### config.mk
export PLATFORM = sky130hd
export DESIGN_NAME = pet_needs_engine_flat
export DESIGN_NICKNAME = d
export VERILOG_FILES = /design/src/rtl/pet_needs_if.sv /design/src/rtl/pet_needs_engine.sv /design/src/flat_wrapper.sv
export SDC_FILE = /design/constraint.sdc
export NUM_CORES = 1
export LEC_CHECK = 0
export CAP_MARGIN = 15
export CELL_PAD_IN_SITES_DETAIL_PLACEMENT = 2
export CELL_PAD_IN_SITES_GLOBAL_PLACEMENT = 2
export CORE_UTILIZATION = 29
export DETAILED_ROUTE_END_ITERATION = 10
export PLACE_DENSITY_LB_ADDON = 0.1
export SLEW_MARGIN = 20
export SYNTH_ARGS = -nofsm -noshare
export SYNTH_HDL_FRONTEND = slang
export SYNTH_SLANG_ARGS = --single-unit
### constraint.sdc
create_clock -name clk -period 3.05 [get_ports clk]
set_clock_uncertainty 0.15 [all_clocks]
set_input_delay 0.7625 -clock clk [delete_from_list [all_inputs] [get_ports clk]]
set_output_delay 0.7625 -clock clk [all_outputs]
set_load 0.02 [all_outputs]
### src/rtl/pet_needs_if.sv
// Pulse inputs and stat outputs exchanged between the input front-end and the need engine.
interface pet_needs_if #(
  parameter int NUM_NEEDS = 4,
  parameter int VAL_W     = 3,
  parameter int SEL_W     = 3
);
  logic [NUM_NEEDS-1:0]       care_pulse;
  logic                       heal_pulse;
  logic                       test_toggle;
  logic                       test_next;
  logic                       test_inc;
  logic                       test_dec;
  logic [NUM_NEEDS*VAL_W-1:0] need_values;
  logic [VAL_W-1:0]           health_value;
  logic [NUM_NEEDS-1:0]       critical_mask;
  logic                       sec_tick;
  logic                       test_mode;
  logic [SEL_W-1:0]           test_sel;
  logic                       alive;

  modport master (
    output care_pulse, heal_pulse, test_toggle, test_next, test_inc, test_dec,
    input  need_values, health_value, critical_mask, sec_tick, test_mode, test_sel, alive
  );

  modport slave (
    input  care_pulse, heal_pulse, test_toggle, test_next, test_inc, test_dec,
    output need_values, health_value, critical_mask, sec_tick, test_mode, test_sel, alive
  );
endinterface

### src/rtl/pet_needs_engine.sv
// Need/health engine: per-channel decay, shared health penalised by critical needs,
// with RUN/TEST/DEAD modes.
module pet_needs_engine #(
  parameter int NUM_NEEDS      = 4,
  parameter int VAL_W          = 3,
  parameter int VAL_MAX        = 5,
  parameter int VAL_INIT       = 5,
  parameter int TICK_DIV       = 50000000,
  parameter int DECAY_PERIOD   = 30,
  parameter int CRIT_LEVEL     = 2,
  parameter int PENALTY_PERIOD = 10,
  parameter int SEL_W          = 3
) (
  input  logic       clk,
  input  logic       rst,
  pet_needs_if.slave bus
);
  localparam int W    = VAL_W + 1;
  localparam int PS_W = $clog2(TICK_DIV + 1);
  localparam int DC_W = $clog2(DECAY_PERIOD + 1);
  localparam int PC_W = $clog2(PENALTY_PERIOD + 1);

  localparam logic [W-1:0]     MAX_W      = W'(VAL_MAX);
  localparam logic [W-1:0]     ONE_W      = W'(1);
  localparam logic [VAL_W-1:0] INIT_V     = VAL_W'(VAL_INIT);
  localparam logic [VAL_W-1:0] CRIT_V     = VAL_W'(CRIT_LEVEL);
  localparam logic [PS_W-1:0]  PS_LAST    = PS_W'(TICK_DIV - 1);
  localparam logic [DC_W-1:0]  DC_LAST    = DC_W'(DECAY_PERIOD - 1);
  localparam logic [PC_W-1:0]  PC_LAST    = PC_W'(PENALTY_PERIOD - 1);
  localparam logic [SEL_W-1:0] SEL_HEALTH = SEL_W'(NUM_NEEDS);

  // S_RUN: normal decay/care | S_TEST: manual edit, counters frozen | S_DEAD: terminal until rst
  typedef enum logic [1:0] {S_RUN, S_TEST, S_DEAD} mode_t;

  mode_t                mode_q;
  logic [VAL_W-1:0]     need_q      [NUM_NEEDS];
  logic [VAL_W-1:0]     run_need_d  [NUM_NEEDS];
  logic [VAL_W-1:0]     test_need_d [NUM_NEEDS];
  logic [DC_W-1:0]      dcnt_q      [NUM_NEEDS];
  logic [DC_W-1:0]      dcnt_d      [NUM_NEEDS];
  logic [VAL_W-1:0]     health_q, run_health_d, test_health_d;
  logic [PC_W-1:0]      pcnt_q, pcnt_d;
  logic [PS_W-1:0]      ps_q;
  logic                 sec_tick_q, test_mode_q, alive_q;
  logic [SEL_W-1:0]     test_sel_q;
  logic [NUM_NEEDS-1:0] crit;
  logic [NUM_NEEDS*VAL_W-1:0] need_flat;
  logic                 penalty;
  logic [W-1:0]         nv, hv, tv;

  always_comb begin
    crit      = '0;
    need_flat = '0;
    for (int i = 0; i < NUM_NEEDS; i++) begin
      crit[i] = (need_q[i] <= CRIT_V);
      need_flat[i*VAL_W +: VAL_W] = need_q[i];
    end
  end

  // RUN-mode need update: care wins over a coincident decay expiry
  always_comb begin
    nv = '0;
    for (int i = 0; i < NUM_NEEDS; i++) begin
      run_need_d[i] = need_q[i];
      dcnt_d[i]     = dcnt_q[i];
      nv            = {1'b0, need_q[i]};
      if (bus.care_pulse[i]) begin
        nv            = (nv + ONE_W > MAX_W) ? MAX_W : nv + ONE_W;
        run_need_d[i] = nv[VAL_W-1:0];
        dcnt_d[i]     = '0;
      end else if (sec_tick_q) begin
        if (dcnt_q[i] == DC_LAST) begin
          dcnt_d[i] = '0;
          if (nv != '0) nv = nv - ONE_W;
          run_need_d[i] = nv[VAL_W-1:0];
        end else begin
          dcnt_d[i] = dcnt_q[i] + DC_W'(1);
        end
      end
    end
  end

  always_comb begin
    penalty = 1'b0;
    pcnt_d  = pcnt_q;
    hv      = {1'b0, health_q};
    if (sec_tick_q && (crit != '0)) begin
      if (pcnt_q == PC_LAST) begin
        pcnt_d  = '0;
        penalty = 1'b1;
      end else begin
        pcnt_d = pcnt_q + PC_W'(1);
      end
    end
    if (bus.heal_pulse && !penalty)
      hv = (hv + ONE_W > MAX_W) ? MAX_W : hv + ONE_W;
    else if (penalty && !bus.heal_pulse && hv != '0)
      hv = hv - ONE_W;
    run_health_d = hv[VAL_W-1:0];
  end

  // TEST-mode edit of the selected stat; health floors at 1 so TEST cannot kill
  always_comb begin
    tv            = '0;
    test_health_d = health_q;
    for (int i = 0; i < NUM_NEEDS; i++) test_need_d[i] = need_q[i];
    if (bus.test_inc ^ bus.test_dec) begin
      if (test_sel_q == SEL_HEALTH) begin
        tv = {1'b0, health_q};
        if (bus.test_inc) tv = (tv + ONE_W > MAX_W) ? MAX_W : tv + ONE_W;
        else if (tv > ONE_W) tv = tv - ONE_W;
        test_health_d = tv[VAL_W-1:0];
      end else begin
        for (int i = 0; i < NUM_NEEDS; i++) begin
          if (test_sel_q == SEL_W'(i)) begin
            tv = {1'b0, need_q[i]};
            if (bus.test_inc) tv = (tv + ONE_W > MAX_W) ? MAX_W : tv + ONE_W;
            else if (tv != '0) tv = tv - ONE_W;
            test_need_d[i] = tv[VAL_W-1:0];
          end
        end
      end
    end
  end

  always_ff @(posedge clk) begin
    if (rst) begin
      mode_q      <= S_RUN;
      ps_q        <= '0;
      sec_tick_q  <= 1'b0;
      test_mode_q <= 1'b0;
      test_sel_q  <= '0;
      alive_q     <= 1'b1;
      health_q    <= INIT_V;
      pcnt_q      <= '0;
      for (int i = 0; i < NUM_NEEDS; i++) begin
        need_q[i] <= INIT_V;
        dcnt_q[i] <= DC_W'((i * DECAY_PERIOD) / NUM_NEEDS);
      end
    end else begin
      sec_tick_q <= (ps_q == PS_LAST);
      ps_q       <= (ps_q == PS_LAST) ? '0 : ps_q + PS_W'(1);
      case (mode_q)
        S_RUN: begin
          dcnt_q   <= dcnt_d;
          pcnt_q   <= pcnt_d;
          health_q <= run_health_d;
          for (int i = 0; i < NUM_NEEDS; i++)
            need_q[i] <= (run_health_d == '0) ? '0 : run_need_d[i];
          if (run_health_d == '0) begin
            mode_q  <= S_DEAD;
            alive_q <= 1'b0;
          end else if (bus.test_toggle) begin
            mode_q      <= S_TEST;
            test_mode_q <= 1'b1;
            test_sel_q  <= '0;
          end
        end
        S_TEST: begin
          if (bus.test_toggle) begin
            mode_q      <= S_RUN;
            test_mode_q <= 1'b0;
          end else begin
            need_q   <= test_need_d;
            health_q <= test_health_d;
            if (bus.test_next)
              test_sel_q <= (test_sel_q == SEL_HEALTH) ? '0 : test_sel_q + SEL_W'(1);
          end
        end
        S_DEAD: begin
          health_q <= '0;
          for (int i = 0; i < NUM_NEEDS; i++) need_q[i] <= '0;
        end
        default: mode_q <= S_DEAD;
      endcase
    end
  end

  assign bus.need_values   = need_flat;
  assign bus.health_value  = health_q;
  assign bus.critical_mask = crit;
  assign bus.sec_tick      = sec_tick_q;
  assign bus.test_mode     = test_mode_q;
  assign bus.test_sel      = test_sel_q;
  assign bus.alive         = alive_q;
endmodule

### src/flat_wrapper.sv
// flat-port wrapper written by rule: the top's interface ports become plain ports
module pet_needs_engine_flat 
#(
  parameter int NUM_NEEDS      = 4,
  parameter int VAL_W          = 3,
  parameter int VAL_MAX        = 5,
  parameter int VAL_INIT       = 5,
  parameter int TICK_DIV       = 50000000,
  parameter int DECAY_PERIOD   = 30,
  parameter int CRIT_LEVEL     = 2,
  parameter int PENALTY_PERIOD = 10,
  parameter int SEL_W          = 3
)
  (clk, rst, bus_care_pulse, bus_heal_pulse, bus_test_toggle, bus_test_next, bus_test_inc, bus_test_dec, bus_need_values, bus_health_value, bus_critical_mask, bus_sec_tick, bus_test_mode, bus_test_sel, bus_alive);
  pet_needs_if #(.NUM_NEEDS(NUM_NEEDS), .VAL_W(VAL_W), .SEL_W(SEL_W)) bus_i ();
  input  logic clk;
  input  logic rst;
  input wire logic [$bits(bus_i.care_pulse)-1:0] bus_care_pulse;
  input wire logic [$bits(bus_i.heal_pulse)-1:0] bus_heal_pulse;
  input wire logic [$bits(bus_i.test_toggle)-1:0] bus_test_toggle;
  input wire logic [$bits(bus_i.test_next)-1:0] bus_test_next;
  input wire logic [$bits(bus_i.test_inc)-1:0] bus_test_inc;
  input wire logic [$bits(bus_i.test_dec)-1:0] bus_test_dec;
  output wire logic [$bits(bus_i.need_values)-1:0] bus_need_values;
  output wire logic [$bits(bus_i.health_value)-1:0] bus_health_value;
  output wire logic [$bits(bus_i.critical_mask)-1:0] bus_critical_mask;
  output wire logic [$bits(bus_i.sec_tick)-1:0] bus_sec_tick;
  output wire logic [$bits(bus_i.test_mode)-1:0] bus_test_mode;
  output wire logic [$bits(bus_i.test_sel)-1:0] bus_test_sel;
  output wire logic [$bits(bus_i.alive)-1:0] bus_alive;
  assign bus_i.care_pulse = bus_care_pulse;
  assign bus_i.heal_pulse = bus_heal_pulse;
  assign bus_i.test_toggle = bus_test_toggle;
  assign bus_i.test_next = bus_test_next;
  assign bus_i.test_inc = bus_test_inc;
  assign bus_i.test_dec = bus_test_dec;
  assign bus_need_values = bus_i.need_values;
  assign bus_health_value = bus_i.health_value;
  assign bus_critical_mask = bus_i.critical_mask;
  assign bus_sec_tick = bus_i.sec_tick;
  assign bus_test_mode = bus_i.test_mode;
  assign bus_test_sel = bus_i.test_sel;
  assign bus_alive = bus_i.alive;
  pet_needs_engine #(.NUM_NEEDS(NUM_NEEDS), .VAL_W(VAL_W), .VAL_MAX(VAL_MAX), .VAL_INIT(VAL_INIT), .TICK_DIV(TICK_DIV), .DECAY_PERIOD(DECAY_PERIOD), .CRIT_LEVEL(CRIT_LEVEL), .PENALTY_PERIOD(PENALTY_PERIOD), .SEL_W(SEL_W)) u_core (.clk(clk), .rst(rst), .bus(bus_i));
endmodule
==> After elaboration in Yosys (flattened, before gate mapping) <==
Index checks and enable logic that the tools add are counted.
{ "totals": {"out_inout_bits": 25, "wordCells": 189, "regBits": 73, "inputBits": 11} }
{ "op_classes": {"order_cmp": 10, "mux": 74, "addsub": 17, "n_bitwise": 2, "eq_ne": 34, "reduce_logical": 36} }
{ "op_table": {"columns": ["operator", "n"], "rows": [
  ["3-bit 2-to-1 mux", 45],
  ["5-bit 2-to-1 mux", 12],
  ["12-bit 2-to-1 mux", 3],
  ["12-bit one-hot mux with 3 select lines", 1],
  ["4-bit by 2-bit != test with 1-bit output (second input constant)", 8],
  ["7-bit AND reduction", 4],
  ["26-bit by 1-bit adder with 26-bit output (second input constant)", 1],
  ["26-bit equality test (second input constant)", 1],
  ["3-bit by 1-bit adder with 4-bit output (second input constant)", 5],
  ["5-bit by 1-bit adder with 5-bit output (second input constant)", 4],
  ["5-bit equality test (second input constant)", 4],
  ["4-bit by 3-bit > comparator with 1-bit output (second input constant)", 5],
  ["3-bit nonzero test", 6],
  ["3-bit by 1-bit subtractor with 3-bit output (second input constant)", 5],
  ["3-bit by 2-bit less-or-equal comparator with 1-bit output (second input constant)", 4],
  ["2-bit by 1-bit != test with 1-bit output (second input constant)", 6],
  ["2-bit != test (second input constant)", 6],
  ["2-bit AND reduction", 6],
  ["5-bit AND reduction", 2],
  ["2-bit nonzero test", 5],
  ["3-bit one-hot mux with 3 select lines", 1],
  ["3-bit by 2-bit equality test with 1-bit output (second input constant)", 2],
  ["3-bit zero test", 2],
  ["2-bit 2-to-1 mux", 3],
  ["23 further kinds", 32]
]} }

==> Logic depth before layout (Yosys ltp) <==
{ "depth": {"ltp_word": 11, "mapped_depth": 11, "ltp_nobuf": 10} }

==> Least setup slack after synthesis <==
OpenSTA, ideal clock, no wires.
{ "synth_timing": {"kind": "reg2reg", "from": "reg u_core.need_q (netlist bit u_core.bus.need_values[6])", "to": "reg u_core.need_q (netlist bit u_core.bus.need_values[5])", "path_buffers": 1, "t_arrival_ns": 2.565, "stages_incl_launch_ff": 12, "setup_time_ns": 0.134, "setup_slack_ns": 0.201, "cell_sequence": "dfxtp_1 inv_1 ha_1 and2b_4 o22a_1 a21oi_1 a311o_1 a22oi_4 nand2_2 buf_6 a2111oi_2 a31oi_1"} }
{ "synth_between": {"elab_chain_len": 11, "word_cells_on_any_way": 16} }
{ "synth_rtl": {"columns": ["element", "line", "text"], "rows": [
  ["from (decl)", "pet_needs_engine.sv:36", "logic [VAL_W-1:0] need_q [NUM_NEEDS];"],
  ["from (signal, indexed assignment)", "pet_needs_engine.sv:149", "need_q[i] <= (run_health_d == '0) ? '0 : run_need_d[i];"],
  ["from (signal assigned)", "pet_needs_engine.sv:164", "need_q <= test_need_d;"],
  ["3-bit by 2-bit less-or-equal comparator with 1-bit output (*)", "pet_needs_engine.sv:55", "crit[i] = (need_q[i] <= CRIT_V);"],
  ["4-bit nonzero test (*)", "pet_needs_engine.sv:87", "if (sec_tick_q && (crit != '0)) begin"],
  ["1-bit logical AND (*)", "pet_needs_engine.sv:87", null],
  ["1-bit 2-to-1 mux (*)", "pet_needs_engine.sv:87", null],
  ["1-bit logical AND (2 in a row)", "pet_needs_engine.sv:97", "else if (penalty && !bus.heal_pulse && hv != '0)"],
  ["3-bit 2-to-1 mux", "pet_needs_engine.sv:97", null],
  ["3-bit 2-to-1 mux (*)", "pet_needs_engine.sv:95", "if (bus.heal_pulse && !penalty)"],
  ["3-bit zero test (*)", "pet_needs_engine.sv:149", null],
  ["4-bit by 2-bit != test with 1-bit output (no source line) or 3-bit 2-to-1 mux (tied branches)", null, null],
  ["7-bit AND reduction (no source line) or 12-bit one-hot mux with 3 select lines (tied branches)", null, null]
]} }
Mark *: on every way between the ends. The rest lies on a longest branch, timed or not.
A chain may end at the register's enable or synchronous reset.

==> Final worst setup path <==
{ "layout_timing": {"from": "reg u_core.need_q (netlist bit u_core.bus.need_values[9])", "to": "reg u_core.test_sel_q[2] (netlist: u_core.bus.test_sel[2])"} }
{ "layout_between": {"elab_chain_len": 11, "word_cells_on_any_way": 13} }
{ "layout_rtl": {"columns": ["element", "line", "text"], "rows": [
  ["3-bit by 2-bit less-or-equal comparator with 1-bit output (*)", "pet_needs_engine.sv:55", null],
  ["4-bit nonzero test (*)", "pet_needs_engine.sv:87", null],
  ["1-bit logical AND (*)", "pet_needs_engine.sv:87", null],
  ["1-bit 2-to-1 mux (*)", "pet_needs_engine.sv:87", null],
  ["1-bit logical AND (2 in a row)", "pet_needs_engine.sv:97", null],
  ["3-bit 2-to-1 mux", "pet_needs_engine.sv:97", null],
  ["3-bit 2-to-1 mux (*)", "pet_needs_engine.sv:95", null],
  ["3-bit zero test (*)", "pet_needs_engine.sv:150", "if (run_health_d == '0) begin"],
  ["2-bit != test (no source line) (*)", null, null],
  ["5-bit AND reduction (no source line) (*)", null, null],
  ["to (signal assigned)", "pet_needs_engine.sv:167", "test_sel_q <= (test_sel_q == SEL_HEALTH) ? '0 : test_sel_q + SEL_W'(1);"],
  ["to (decl)", "pet_needs_engine.sv:45", "logic [SEL_W-1:0] test_sel_q;"]
]} }
Marks and branches as above.

==> flow_summary_export.csv <==
group,metric,value,unit
worst_hold_path,worstHoldStart,"u_core.bus.alive$_SDFFE_PP1P_",
global_routing,grt_overflow,0,
global_routing,grt_most_used_layer,"met2",
worst_hold_path,hold_path_depth,2,
logic_synthesis,netlist_top_cells_count,"nor2_1 (98), dfxtp_1 (73), nand2_1 (54)",
finish,syn_to_final_growth,22.6,%
logic_synthesis,yosys.area_share.simple,0.256,
worst_setup_path,crit_fanout,8,
logic_synthesis,synthXorXnorAreaFrac,0.0620,
clocking,clk_pin_slew,0.06,ns
logic_synthesis,syn_nets,692,
worst_setup_path,required,3.11,ns
global_routing,grt_usage,0.200,
detailed_routing,first_iter_violations,159,
detailed_routing,via_per_inst,5.38,
worst_setup_path,criticalPathCategory,"flop to flop",
finish,multiInputGateArea,3300,sq um
worst_setup_path,start_kind,"flop",
worst_hold_path,whs_endpoint,"u_core.bus.alive$_SDFFE_PP1P_",
worst_setup_path,cp_cell_sequence,"inv_1, ha_1, and2b_4, o22ai_4, o211ai_4, a311o_1, a22oi_4, buf_4, and2_2, o311ai_1, a21oi_1",
finish,drive_gt1_frac,0.124,
worst_setup_path,reg2regPathDepth,11,
logic_synthesis,yosys.area_share.adder,0.0962,
timing,finalHoldViolCount,0,
timing,worstMarginPinSlew,0.623,ns
clocking,root_buffer,"clkbuf_16",
clocking,cts_made_buffers,9,
detailed_routing,wirelength,16700,microns
logic_synthesis,yosysTopAreaCellShare,0.296,
finish,fill_cells,1948,
worst_setup_path,cp_num_buf_inv,2,
power_and_ir_drop,vdd_drop_max,0.352,mV
floorplan,die-area,17600,sq um
worst_setup_path,path_delay_family,"compound AO/OA/AOI/OAI gates",
clocking,cts_tree,"built",
timing,timing.fmax,345,MHz
worst_setup_path,crit_start,"u_core.bus.need_values[9]$_SDFFE_PP1P_",
logic_synthesis,muxShareOfSynthArea,0.00202,
logic_synthesis,yosys_warnings,0,
finish,nets,748,
timing,drv_slew,0,
placement,place_hpwl,12700,microns
global_routing,antenna_found_initial,0,
clocking,cts_buffer_depth,2,
detailed_routing,dr.pass1.iters,4,
floorplan,core,16600,sq um
floorplan,die_x,133,microns
logic_synthesis,syn-cell-area,4940,sq um
logic_synthesis,syn_inst,643,
detailed_routing,drtAntennaViolNets,0,
floorplan,num_rows,47,
power_and_ir_drop,p_total,5.08,mW
logic_synthesis,synth_top_family_by_area,"simple AND/OR/NAND/NOR gates",
finish,regArea,1460,sq um
floorplan,initial_utilization,0.297,
timing,hold_ws,0.332,ns
detailed_routing,vias,4969,
global_routing,grtUsageMet3,0.0352,
logic_synthesis,synth-seq-cells,73,
clocking,cts_hold_buf,0,
clocking,cts_setup_buffers,0,
logic_synthesis,synth_compound_area_frac,0.243,
timing,setup_violations,0,
worst_setup_path,endpoint_kind,"flop",
logic_synthesis,ys_dominant_reg_cell,"dfxtp_1",
clocking,clk_latency,0.35,ns
timing,min_period_over_period,0.950,
logic_synthesis,synth_edf_count,0,
worst_setup_path,r2r-start,"u_core.bus.need_values[9]$_SDFFE_PP1P_",
placement,gp_congestion,0.771,
run_status,outcome,"complete, no violations",
logic_synthesis,avgSynthCellArea,7.69,sq um
timing,slew_headroom,0.582,
timing,rsz0062_at_grt,"no",
detailed_routing,drc_errors,0,
logic_synthesis,synth-async-reset-ratio,0,
power_and_ir_drop,powerDensity,838,nW/um^2
worst_setup_path,cp.arrival,2.96,ns
logic_synthesis,synth_area_leader_cell,"dfxtp_1",
power_and_ir_drop,leakagePower,2.38,nW
global_routing,grt_pass1_vias,5409,
timing,finalCriticalPeriod,2.90,ns
clocking,cts_sinks,73,
worst_hold_path,hp-class,"flop to flop",
logic_synthesis,yosys-top-cells-area,"dfxtp_1 (30%), ha_1 (9.6%), nor2_1 (7.4%), o21ai_0 (4.8%), xor2_1 (4.4%)",
worst_setup_path,regToRegSetupSlack,0.15,ns
worst_setup_path,slowest_stage,"dfxtp_1",
global_routing,use_met1,0.237,
placement,io_buffers,35,
logic_synthesis,yosysUniqueCellTypes,67,
logic_synthesis,synthMostInstantiatedCell,"nor2_1",
clocking,htree_levels,3,
finish,antenna_cells,0,
floorplan,io_pins,36,
floorplan,die_height,133,microns
detailed_routing,wire_per_inst,18.1,microns
worst_setup_path,cpPeakStageDelay,0.34,ns
worst_setup_path,r2r_end,"u_core.bus.test_sel[2]$_SDFFE_PP0P_",
global_routing,grt_max_degree,31,
logic_synthesis,seq_area_frac_synth,0.296,
global_routing,grt_pass1_wl,27900,microns
global_routing,met2_usage,0.359,
run,cap_violations,0,
==> power by group <==
group	total [mW]	switching, mW	leakage, nW	internal [mW]
sequential	1.29	0.187	0.597	1.11
clock	1.01	0.434	0.143	0.575
combinational	2.77	1.66	1.64	1.12
==> repair_timing <==
item                                    in CTS  in global routing
pin swaps                                    0                  2
endpoints found under the setup margin       1                 10
cloned                                       0                  0
gates resized for setup                      1                  8
==> layout make-up <==
type / count / area share
Clock buffer: 10 / 0.0394
Clock inverter: 6 / 0.00682
Inverter: 31 / 0.0192
Multi-Input combinational cell: 513 / 0.545
Sequential cell: 73 / 0.241
Tap cell: 220 / 0.0454
Timing Repair Buffer: 71 / 0.102
==> logic make-up after synthesis <==
logic type / after synthesis
AO/OA/AOI/OAI: 176
XOR/XNOR: 35
adder cells (fa/ha/maj): 38
buffers and inverters: 57
flip-flops: 73
multiplexers: 1
AND/OR/NAND/NOR: 263
==> worst max-delay path by stage <==
stage,end,slack [ns],cells after the start
floorplan,u_core.bus.need_values[5]$_SDFFE_PP1P_,0.20,11
global placement,u_core.bus.need_values[9]$_SDFFE_PP1P_,0.02,10
detailed placement,u_core.bus.need_values[2]$_SDFFE_PP1P_,-0.11,9
CTS,u_core.bus.need_values[2]$_SDFFE_PP1P_,0.02,10
global route,u_core.mode_q[1]$_SDFFE_PP0P_,0.01,10
finish,u_core.bus.test_sel[2]$_SDFFE_PP0P_,0.15,11
==> state kept, by name (all words and copies together), names as in the netlist <==
signal,flops
u_core.bus.test_sel,3
u_core.ps_q,26
u_core.bus.alive,1
u_core.pcnt_q,4
u_core.bus.test_mode,1
u_core.dcnt_q,20
u_core.bus.sec_tick,1
u_core.bus.need_values,12
u_core.bus.health_value,3
u_core.mode_q,2
==> metal layers <==
layer,vias to the layer above,share of wire
met1,2499,0.45
li1,2394,-
met2,55,0.51
met4,0,0.019
met3,21,0.021
met5,-,0
==> per-stage QoR <==
step	util	cell area, sq um	TNS, ns	setup slack [ns]	cells
after CTS	0.362	6020	0	0.0238	924
after global placement	0.345	5740	0	0.0182	908
after floorplan	-	4940	0	0.201	643
after global routing	0.364	6060	0	0.0147	924
after detailed placement	0.345	5740	-0.327	-0.114	908
final	0.364	6060	0	0.154	924
==> placed cells by master (no fill, tap or decap), types with 9 or more instances in the layout <==
| cell | instances |
|---|---|
| nor2_1 | 98 |
| dfxtp_1 | 72 |
| nand2_1 | 54 |
| o21ai_0 | 47 |
| a21oi_1 | 43 |
| ha_1 | 38 |
| buf_4 | 36 |
| clkdlybuf4s50_1 | 35 |
| nand3_1 | 33 |
| inv_1 | 30 |
| xor2_1 | 25 |
| a211oi_1 | 15 |
| nor2b_1 | 13 |
| a31oi_1 | 13 |
| nand4_1 | 10 |
| xnor2_1 | 10 |
| nor3_1 | 9 |
| clkbuf_16 | 9 |
==> worst register-to-register path: cells and delay by family (launching register included) <==
kind | cells | cell delay [ns]
flops | 1 | 0.34
fa+ha+maj | 1 | 0.22
simple gates | 2 | 0.51
buf+inv | 2 | 0.32
compound gates | 6 | 1.20
No activity file was read; power rests on OpenSTA's default activity.
